<file path="config.mk">
export PLATFORM = sky130hd
export DESIGN_NAME = spi_slave_sync_flat
export DESIGN_NICKNAME = d
export VERILOG_FILES = /design/src/rtl/spi_pkg.sv /design/src/rtl/spi_slave_sync_if.sv /design/src/rtl/spi_sync_edge.sv /design/src/rtl/spi_slave_sync.sv /design/src/flat_wrapper.sv
export SDC_FILE = /design/constraint.sdc
export NUM_CORES = 1
export LEC_CHECK = 0
export CAP_MARGIN = 5
export CORE_UTILIZATION = 50
export CTS_CLUSTER_DIAMETER = 200
export DETAILED_ROUTE_END_ITERATION = 8
export PLACE_DENSITY = 0.76
export RECOVER_POWER = 50
export SYNTH_ARGS = -nofsm -noshare
export SYNTH_HDL_FRONTEND = slang
export SYNTH_SLANG_ARGS = --single-unit
export TNS_END_PERCENT = 1
</file>
<file path="constraint.sdc">
create_clock -name clk -period 1.8 [get_ports clk]
set_input_delay 0.36 -clock clk [delete_from_list [all_inputs] [get_ports clk]]
set_output_delay 0.36 -clock clk [all_outputs]
set_load 0.05 [all_outputs]
</file>
<file path="src/rtl/spi_pkg.sv">
// Shared types for the synchronous SPI slave: FSM states and SPI mode encodings.
package spi_pkg;

    typedef enum logic [1:0] {
        IDLE = 2'd0,
        LOAD = 2'd1,
        XFER = 2'd2
    } state_t;

    // Modes encoded as {cpol, cpha}
    localparam logic [1:0] MODE0 = 2'b00;
    localparam logic [1:0] MODE1 = 2'b01;
    localparam logic [1:0] MODE2 = 2'b10;
    localparam logic [1:0] MODE3 = 2'b11;

endpackage

</file>
<file path="src/rtl/spi_slave_sync_if.sv">
// Pin, configuration and tx/rx handshake bundle of the synchronous SPI slave.
interface spi_slave_sync_if #(
    parameter int DW = 8
);
    logic          ss;
    logic          sck;
    logic          sdin;
    logic          sdout;
    logic          sdout_oe;
    logic          cpol;
    logic          cpha;
    logic          mlb;
    logic [DW-1:0] tdata;
    logic          tvalid;
    logic          tready;
    logic [DW-1:0] rdata;
    logic          rvalid;
    logic          done;
    logic          underrun;
    logic          abort;

    modport slave (
        input  ss, sck, sdin, cpol, cpha, mlb, tdata, tvalid,
        output sdout, sdout_oe, tready, rdata, rvalid, done, underrun, abort
    );

    modport master (
        output ss, sck, sdin, cpol, cpha, mlb, tdata, tvalid,
        input  sdout, sdout_oe, tready, rdata, rvalid, done, underrun, abort
    );
endinterface

</file>
<file path="src/rtl/spi_sync_edge.sv">
// N-stage synchroniser for an asynchronous pin with registered rise/fall detection.
module spi_sync_edge #(
    parameter int   N    = 2,
    parameter logic INIT = 1'b0
) (
    input  logic clk,
    input  logic rstb,
    input  logic d,
    output logic rise,
    output logic fall
);

    logic [N-1:0] sync_q;
    logic         prev_q;

    always_ff @(posedge clk or negedge rstb) begin
        if (!rstb) begin
            sync_q <= {N{INIT}};
            prev_q <= INIT;
        end else begin
            sync_q <= {sync_q[N-2:0], d};
            prev_q <= sync_q[N-1];
        end
    end

    assign rise = sync_q[N-1] & ~prev_q;
    assign fall = ~sync_q[N-1] & prev_q;

endmodule

</file>
<file path="src/rtl/spi_slave_sync.sv">
// System-clocked SPI slave: runtime mode/bit order, tx holding register, multi-word frames,
// underrun and abort reporting.
module spi_slave_sync
    import spi_pkg::*;
#(
    parameter int  DW          = 8,
    parameter int  SYNC_STAGES = 2,
    localparam int CW          = $clog2(DW + 1)
) (
    input  logic              clk,
    input  logic              rstb,
    spi_slave_sync_if.slave   bus
);

    state_t        state, state_nxt;
    logic          ss_rise, ss_fall, sck_rise, sck_fall, sdin_s;
    logic [SYNC_STAGES-1:0] sdin_sync;
    logic          cpol_l, cpha_l, mlb_l;
    logic          lead, trail, sample_x, shift_x, word_end, commit;
    logic          oe, load_en;
    logic          hold_full, fresh, pend, pend_full;
    logic [DW-1:0] hold_q, txsh, rxsh, word_sel, rdata_q;
    logic [CW-1:0] bitcnt;
    logic          sdout_q, rvalid_q, done_q, underrun_q, abort_q;

    function automatic logic first_bit(input logic [DW-1:0] w, input logic msb);
        return msb ? w[DW-1] : w[0];
    endfunction

    function automatic logic [DW-1:0] shift_out(input logic [DW-1:0] w, input logic msb);
        return msb ? {w[DW-2:0], 1'b0} : {1'b0, w[DW-1:1]};
    endfunction

    spi_sync_edge #(.N(SYNC_STAGES), .INIT(1'b1)) u_ss_sync (
        .clk(clk), .rstb(rstb), .d(bus.ss), .rise(ss_rise), .fall(ss_fall)
    );

    spi_sync_edge #(.N(SYNC_STAGES), .INIT(1'b0)) u_sck_sync (
        .clk(clk), .rstb(rstb), .d(bus.sck), .rise(sck_rise), .fall(sck_fall)
    );

    always_ff @(posedge clk or negedge rstb) begin
        if (!rstb) sdin_sync <= '0;
        else       sdin_sync <= {sdin_sync[SYNC_STAGES-2:0], bus.sdin};
    end
    assign sdin_s = sdin_sync[SYNC_STAGES-1];

    assign lead     = cpol_l ? sck_fall : sck_rise;
    assign trail    = cpol_l ? sck_rise : sck_fall;
    assign sample_x = (state == XFER) && (cpha_l ? trail : lead);
    assign shift_x  = (state == XFER) && !ss_rise && (cpha_l ? lead : trail);
    assign word_end = (bitcnt == CW'(DW));
    assign commit   = sample_x && pend;
    assign word_sel = hold_full ? hold_q : '0;

    always_ff @(posedge clk or negedge rstb) begin
        if (!rstb) state <= IDLE;
        else       state <= state_nxt;
    end

    always_comb begin
        state_nxt = state;
        unique case (state)
            IDLE:    if (ss_fall) state_nxt = LOAD;
            LOAD:    state_nxt = ss_rise ? IDLE : XFER;
            XFER:    if (ss_rise) state_nxt = IDLE;
            default: state_nxt = IDLE;
        endcase
    end

    always_comb begin
        oe      = 1'b0;
        load_en = 1'b0;
        unique case (state)
            LOAD: begin
                oe      = 1'b1;
                load_en = 1'b1;
            end
            XFER:    oe = 1'b1;
            default: ;
        endcase
    end

    always_ff @(posedge clk or negedge rstb) begin
        if (!rstb) begin
            cpol_l <= 1'b0; cpha_l <= 1'b0; mlb_l <= 1'b1;
            hold_full <= 1'b0; fresh <= 1'b0; pend <= 1'b0; pend_full <= 1'b0;
            bitcnt <= '0; sdout_q <= 1'b0; rdata_q <= '0;
            rvalid_q <= 1'b0; done_q <= 1'b0; underrun_q <= 1'b0; abort_q <= 1'b0;
        end else begin
            rvalid_q <= word_end;
            done_q   <= word_end;
            abort_q  <= 1'b0;
            if (word_end) rdata_q <= rxsh;
            if (state == IDLE && ss_fall) begin
                cpol_l     <= bus.cpol;
                cpha_l     <= bus.cpha;
                mlb_l      <= bus.mlb;
                underrun_q <= 1'b0;
            end

            if (bus.tvalid && !hold_full)                               hold_full <= 1'b1;
            else if ((load_en && hold_full) || (commit && pend_full))   hold_full <= 1'b0;
            if ((load_en && !hold_full) || (commit && !pend_full))      underrun_q <= 1'b1;

            // A final sample coinciding with ss rise still completes the word
            if (word_end)
                bitcnt <= '0;
            else if (ss_rise)
                bitcnt <= (sample_x && bitcnt == CW'(DW - 1)) ? CW'(DW) : '0;
            else if (state == IDLE)
                bitcnt <= '0;
            else if (sample_x)
                bitcnt <= bitcnt + CW'(1);

            if (ss_rise && bitcnt != '0 && !word_end && !(sample_x && bitcnt == CW'(DW - 1)))
                abort_q <= 1'b1;

            // Inter-word reloads only peek at holding; it is consumed at the following
            // sample edge, so a trailing sck edge ending a mode 0/2 frame never eats a word.
            if (state == IDLE) begin
                sdout_q <= 1'b0;
                pend    <= 1'b0;
                fresh   <= 1'b0;
            end else if (load_en) begin
                pend  <= 1'b0;
                fresh <= cpha_l;
                if (!cpha_l) sdout_q <= first_bit(word_sel, mlb_l);
            end else if (shift_x) begin
                if (bitcnt == '0 && !fresh) begin
                    sdout_q   <= first_bit(word_sel, mlb_l);
                    pend      <= 1'b1;
                    pend_full <= hold_full;
                end else begin
                    sdout_q <= first_bit(txsh, mlb_l);
                    fresh   <= 1'b0;
                end
            end
            if (commit) pend <= 1'b0;
        end
    end

    always_ff @(posedge clk) begin
        if (bus.tvalid && !hold_full) hold_q <= bus.tdata;
        if (load_en)
            txsh <= cpha_l ? word_sel : shift_out(word_sel, mlb_l);
        else if (shift_x)
            txsh <= (bitcnt == '0 && !fresh) ? shift_out(word_sel, mlb_l) : shift_out(txsh, mlb_l);
        if (sample_x)
            rxsh <= mlb_l ? {rxsh[DW-2:0], sdin_s} : {sdin_s, rxsh[DW-1:1]};
    end

    assign bus.sdout    = sdout_q;
    assign bus.sdout_oe = oe;
    assign bus.tready   = ~hold_full;
    assign bus.rdata    = rdata_q;
    assign bus.rvalid   = rvalid_q;
    assign bus.done     = done_q;
    assign bus.underrun = underrun_q;
    assign bus.abort    = abort_q;

endmodule
</file>
<file path="src/flat_wrapper.sv">
// flat-port wrapper written by rule: the top's interface ports become plain ports
module spi_slave_sync_flat import spi_pkg::*;
#(
    parameter int  DW          = 8,
    parameter int  SYNC_STAGES = 2,
    localparam int CW          = $clog2(DW + 1)
)
  (clk, rstb, bus_ss, bus_sck, bus_sdin, bus_cpol, bus_cpha, bus_mlb, bus_tdata, bus_tvalid, bus_sdout, bus_sdout_oe, bus_tready, bus_rdata, bus_rvalid, bus_done, bus_underrun, bus_abort);
  spi_slave_sync_if #(.DW(DW)) bus_i ();
  input  logic clk;
  input  logic rstb;
  input wire logic [$bits(bus_i.ss)-1:0] bus_ss;
  input wire logic [$bits(bus_i.sck)-1:0] bus_sck;
  input wire logic [$bits(bus_i.sdin)-1:0] bus_sdin;
  input wire logic [$bits(bus_i.cpol)-1:0] bus_cpol;
  input wire logic [$bits(bus_i.cpha)-1:0] bus_cpha;
  input wire logic [$bits(bus_i.mlb)-1:0] bus_mlb;
  input wire logic [$bits(bus_i.tdata)-1:0] bus_tdata;
  input wire logic [$bits(bus_i.tvalid)-1:0] bus_tvalid;
  output wire logic [$bits(bus_i.sdout)-1:0] bus_sdout;
  output wire logic [$bits(bus_i.sdout_oe)-1:0] bus_sdout_oe;
  output wire logic [$bits(bus_i.tready)-1:0] bus_tready;
  output wire logic [$bits(bus_i.rdata)-1:0] bus_rdata;
  output wire logic [$bits(bus_i.rvalid)-1:0] bus_rvalid;
  output wire logic [$bits(bus_i.done)-1:0] bus_done;
  output wire logic [$bits(bus_i.underrun)-1:0] bus_underrun;
  output wire logic [$bits(bus_i.abort)-1:0] bus_abort;
  assign bus_i.ss = bus_ss;
  assign bus_i.sck = bus_sck;
  assign bus_i.sdin = bus_sdin;
  assign bus_i.cpol = bus_cpol;
  assign bus_i.cpha = bus_cpha;
  assign bus_i.mlb = bus_mlb;
  assign bus_i.tdata = bus_tdata;
  assign bus_i.tvalid = bus_tvalid;
  assign bus_sdout = bus_i.sdout;
  assign bus_sdout_oe = bus_i.sdout_oe;
  assign bus_tready = bus_i.tready;
  assign bus_rdata = bus_i.rdata;
  assign bus_rvalid = bus_i.rvalid;
  assign bus_done = bus_i.done;
  assign bus_underrun = bus_i.underrun;
  assign bus_abort = bus_i.abort;
  spi_slave_sync #(.DW(DW), .SYNC_STAGES(SYNC_STAGES)) u_core (.clk(clk), .rstb(rstb), .bus(bus_i));
endmodule
</file>
==> impl_metrics.ini <==
[run_status]
run_status = finished clean

[synth]
yosysTopAreaCell = dfrtp_1
netlist_instances = 206
synth_flop_cell = dfrtp_1
avgSynthCellArea_um2 = 12.8
synth-edff-count = 24
synth-async-reset-ratio = 0.579
synth_top_area_frac = 0.275
ys_types = 39
ys_top_cells_by_count = dfrtp_1 (29), edfxtp_1 (24), mux2_2 (22)
synthesis.area_mm2 = 0.00264
synthesis.nets = 229
synth-seq-cells = 57
yosys_warnings = 0
synth_seq_area_share = 0.588
synth.most_common_cell = dfrtp_1
synth.area.top_cells = dfrtp_1 (28%), edfxtp_1 (27%), mux2_2 (9.4%)

[drt]
drt_wl_total_mm = 4.73
vias = 1750
viasPerCell = 5.27
drtAntennaViolNets = 0
first_pass_iters = 5
drt_iter0_drc = 131
drc_errors = 0
routedWlPerCell_um = 14.2

[floorplanning]
num_io_pins = 32
die_x_um = 74.6
initial_utilization = 0.516
fp.dieH_um = 74.6
rows = 26
dieArea_mm2 = 0.00557
core_mm2 = 0.00511

[global_routing]
track_usage = 0.192
grt_pass1_wl_mm = 7.59
gr-total-overflow = 0
grt_max_degree = 34
antenna_found_initial = 0
grt_pass1_vias = 1708

[finish]
drive_gt1_frac = 0.317
syn2layout_area_growth_pct = 27.2
n_antenna_cell = 0
instances_no_fill = 332
nets = 280

[setup_path]
reg2reg_slack_ns = 0.06
required_ns = 1.89
startpoint_type = flop
reg2regPathDepth = 7
end_kind = flop
cp.arrival_ns = 1.82
reg2reg_to = u_core.txsh[7]
critPathCapture = u_core.txsh[7]
critPathLaunch = u_core.bitcnt[1]
cp_max_fo = 6
worstPathCellList = inv_2, ha_2, nor4b_4, nor2b_1, a31oi_1, o21ai_1, a32o_1
slowest_stage = dfrtp_1
cp_slowest_stage_delay_ns = 0.40
crit_type = reg -> reg
r2r_start = u_core.bitcnt[1]

[sta]
relSlewSlack = 0.453
post-route-period-util = 0.965
setup_ws_ns = 0.0636
skew_ns = 0.00703
drv_slew = 0
fin_crit_ns = 1.74
rsz0062_at_grt = true
hold_viol = 0
final-setup-viol-count = 0
tightest_slew_ns = 0.820
fmax_mhz = 576

[min_path]
holdCritPathClass = reg -> reg
holdCritStartpoint = u_core.sdin_sync[0]

[power]
leakagePower_nw = 1.44
ir_worst_vdd_mv = 1.60
powerDensity_mw_per_mm2 = 1570

[clock_tree]
htree_levels = 3
tritoncts = done
root_buffer = clkbuf_8
cts_made_buffers = 9
clk_pin_slew_ns = 0.07
clock_latency_ns = 0.34
clockBufferDepth = 2
cts_sinks = 57

[placed_design]
hpwl_mm = 3.37
pre_cts_ws_ns = 0.0285
place.gp.congestion = 0.939
place_inst = 316
port_buffers = 31

[flow_run]
max_cap_viol_count = 0
## worst max-delay path: cells and delay by family (launching register included)
kind | cells | cell delay, ns
buffers and inverters | 1 | 0.07
DFF | 1 | 0.40
and+or+nand+nor | 2 | 0.41
AOI/OAI and AO/OA | 3 | 0.45
adders and majority gates | 1 | 0.16
## cell usage in the layout (no fill, tap or decap), types with 3 or more instances in the layout
cell | netlist | final
inv_1 | 8 | 7
nand2b_1 | 4 | 3
o2bb2ai_1 | 6 | 6
dlygate4sd3_1 | 0 | 12
o21ai_1 | 0 | 7
dfstp_2 | 4 | 4
mux2_2 | 22 | 22
nand3_1 | 8 | 8
a21oi_1 | 7 | 6
a31oi_1 | 3 | 3
dfrtp_1 | 29 | 29
mux2i_1 | 16 | 16
nor2b_1 | 4 | 4
clkbuf_8 | 0 | 11
buf_12 | 0 | 3
nand2_1 | 12 | 12
clkbuf_1 | 4 | 6
nor2_1 | 9 | 9
clkdlybuf4s50_1 | 0 | 4
buf_4 | 1 | 25
ha_1 | 6 | 4
edfxtp_1 | 24 | 24
## power breakdown
part	total (mW)	internal (mW)	switching [mW]
sequential	1.93	1.73	0.208
clock	1.30	0.793	0.504
combinational	2.04	1.01	1.03
total	5.27	3.53	1.74
## registers in the layout, summed over array words and instances, names as in the netlist, 2 cells and up
signal                    count
u_core.bitcnt                 4
u_core.bus.rdata              8
u_core.hold_q                 8
u_core.rxsh                   8
u_core.sdin_sync              2
u_core.state                  2
u_core.txsh                   8
u_core.u_sck_sync.sync_q      2
u_core.u_ss_sync.sync_q       2
## per-stage QoR
step | area, µm² | hold WS, ns | utilization | TNS, ns | power [mW]
2_1_floorplan | 2640 | 0.0644 | - | -0.0194 | 3.24
3_3_place_gp | 3140 | 0.334 | 0.614 | 0 | 3.89
3_5_place_dp | 3140 | 0.336 | 0.614 | 0 | 3.93
4_1_cts | 3360 | 0.345 | 0.658 | 0 | 5.24
5_1_grt | 3360 | 0.352 | 0.657 | -0.0226 | 5.54
6_report | 3360 | 0.344 | 0.657 | 0 | 5.27
## kinds of logic (layout without fill, tap and decap cells)
logic type	count (synthesis)	in the layout	share of synthesized area
AND/OR/NAND/NOR	49	49	0.103
flip-flops	57	57	0.588
multiplexers	38	38	0.155
XOR/XNOR	4	4	0.0133
buffers and inverters	19	75	0.0304
AO/OA/AOI/OAI	33	33	0.0816
adder cells (fa/ha/maj)	6	6	0.0285
## repair_timing
action,4_1_cts,5_1_grt
setup buffers,0,0
setup endpoints to repair,0,23
hold buffers,0,0
resized for setup,0,14
## per-layer routing
layer	GRT usage	up-vias	routed length, µm	part of all wire
met4	0.136	0	120	0.025
met3	0.0455	9	192	0.041
li1	-	845	-	-
met1	0.239	848	2240	0.47
met2	0.294	48	2170	0.46
met5	0	-	0	0
## final cells by class
cell class,count,area [µm²]
clock buffer,12,176
clock inverter,4,47.5
fill,414,1750
inverter,8,30.0
multi-input combinational,130,1030
sequential,57,1550
tap,70,87.6
timing repair buffer,51,435
## worst min path at each step
| stage | to | cells past startpoint |
|---|---|---|
| final | u_core.sdin_sync[1] | 0 |
| after global routing | u_core.sdin_sync[1] | 0 |
| after CTS | u_core.sdin_sync[1] | 0 |
| after detailed placement | u_core.sdin_sync[1] | 0 |
| after global placement | u_core.u_sck_sync.sync_q[1] | 0 |
| after floorplan | u_core.bitcnt[0] | 0 |
Note: power is estimated with default switching activity, not from simulation.
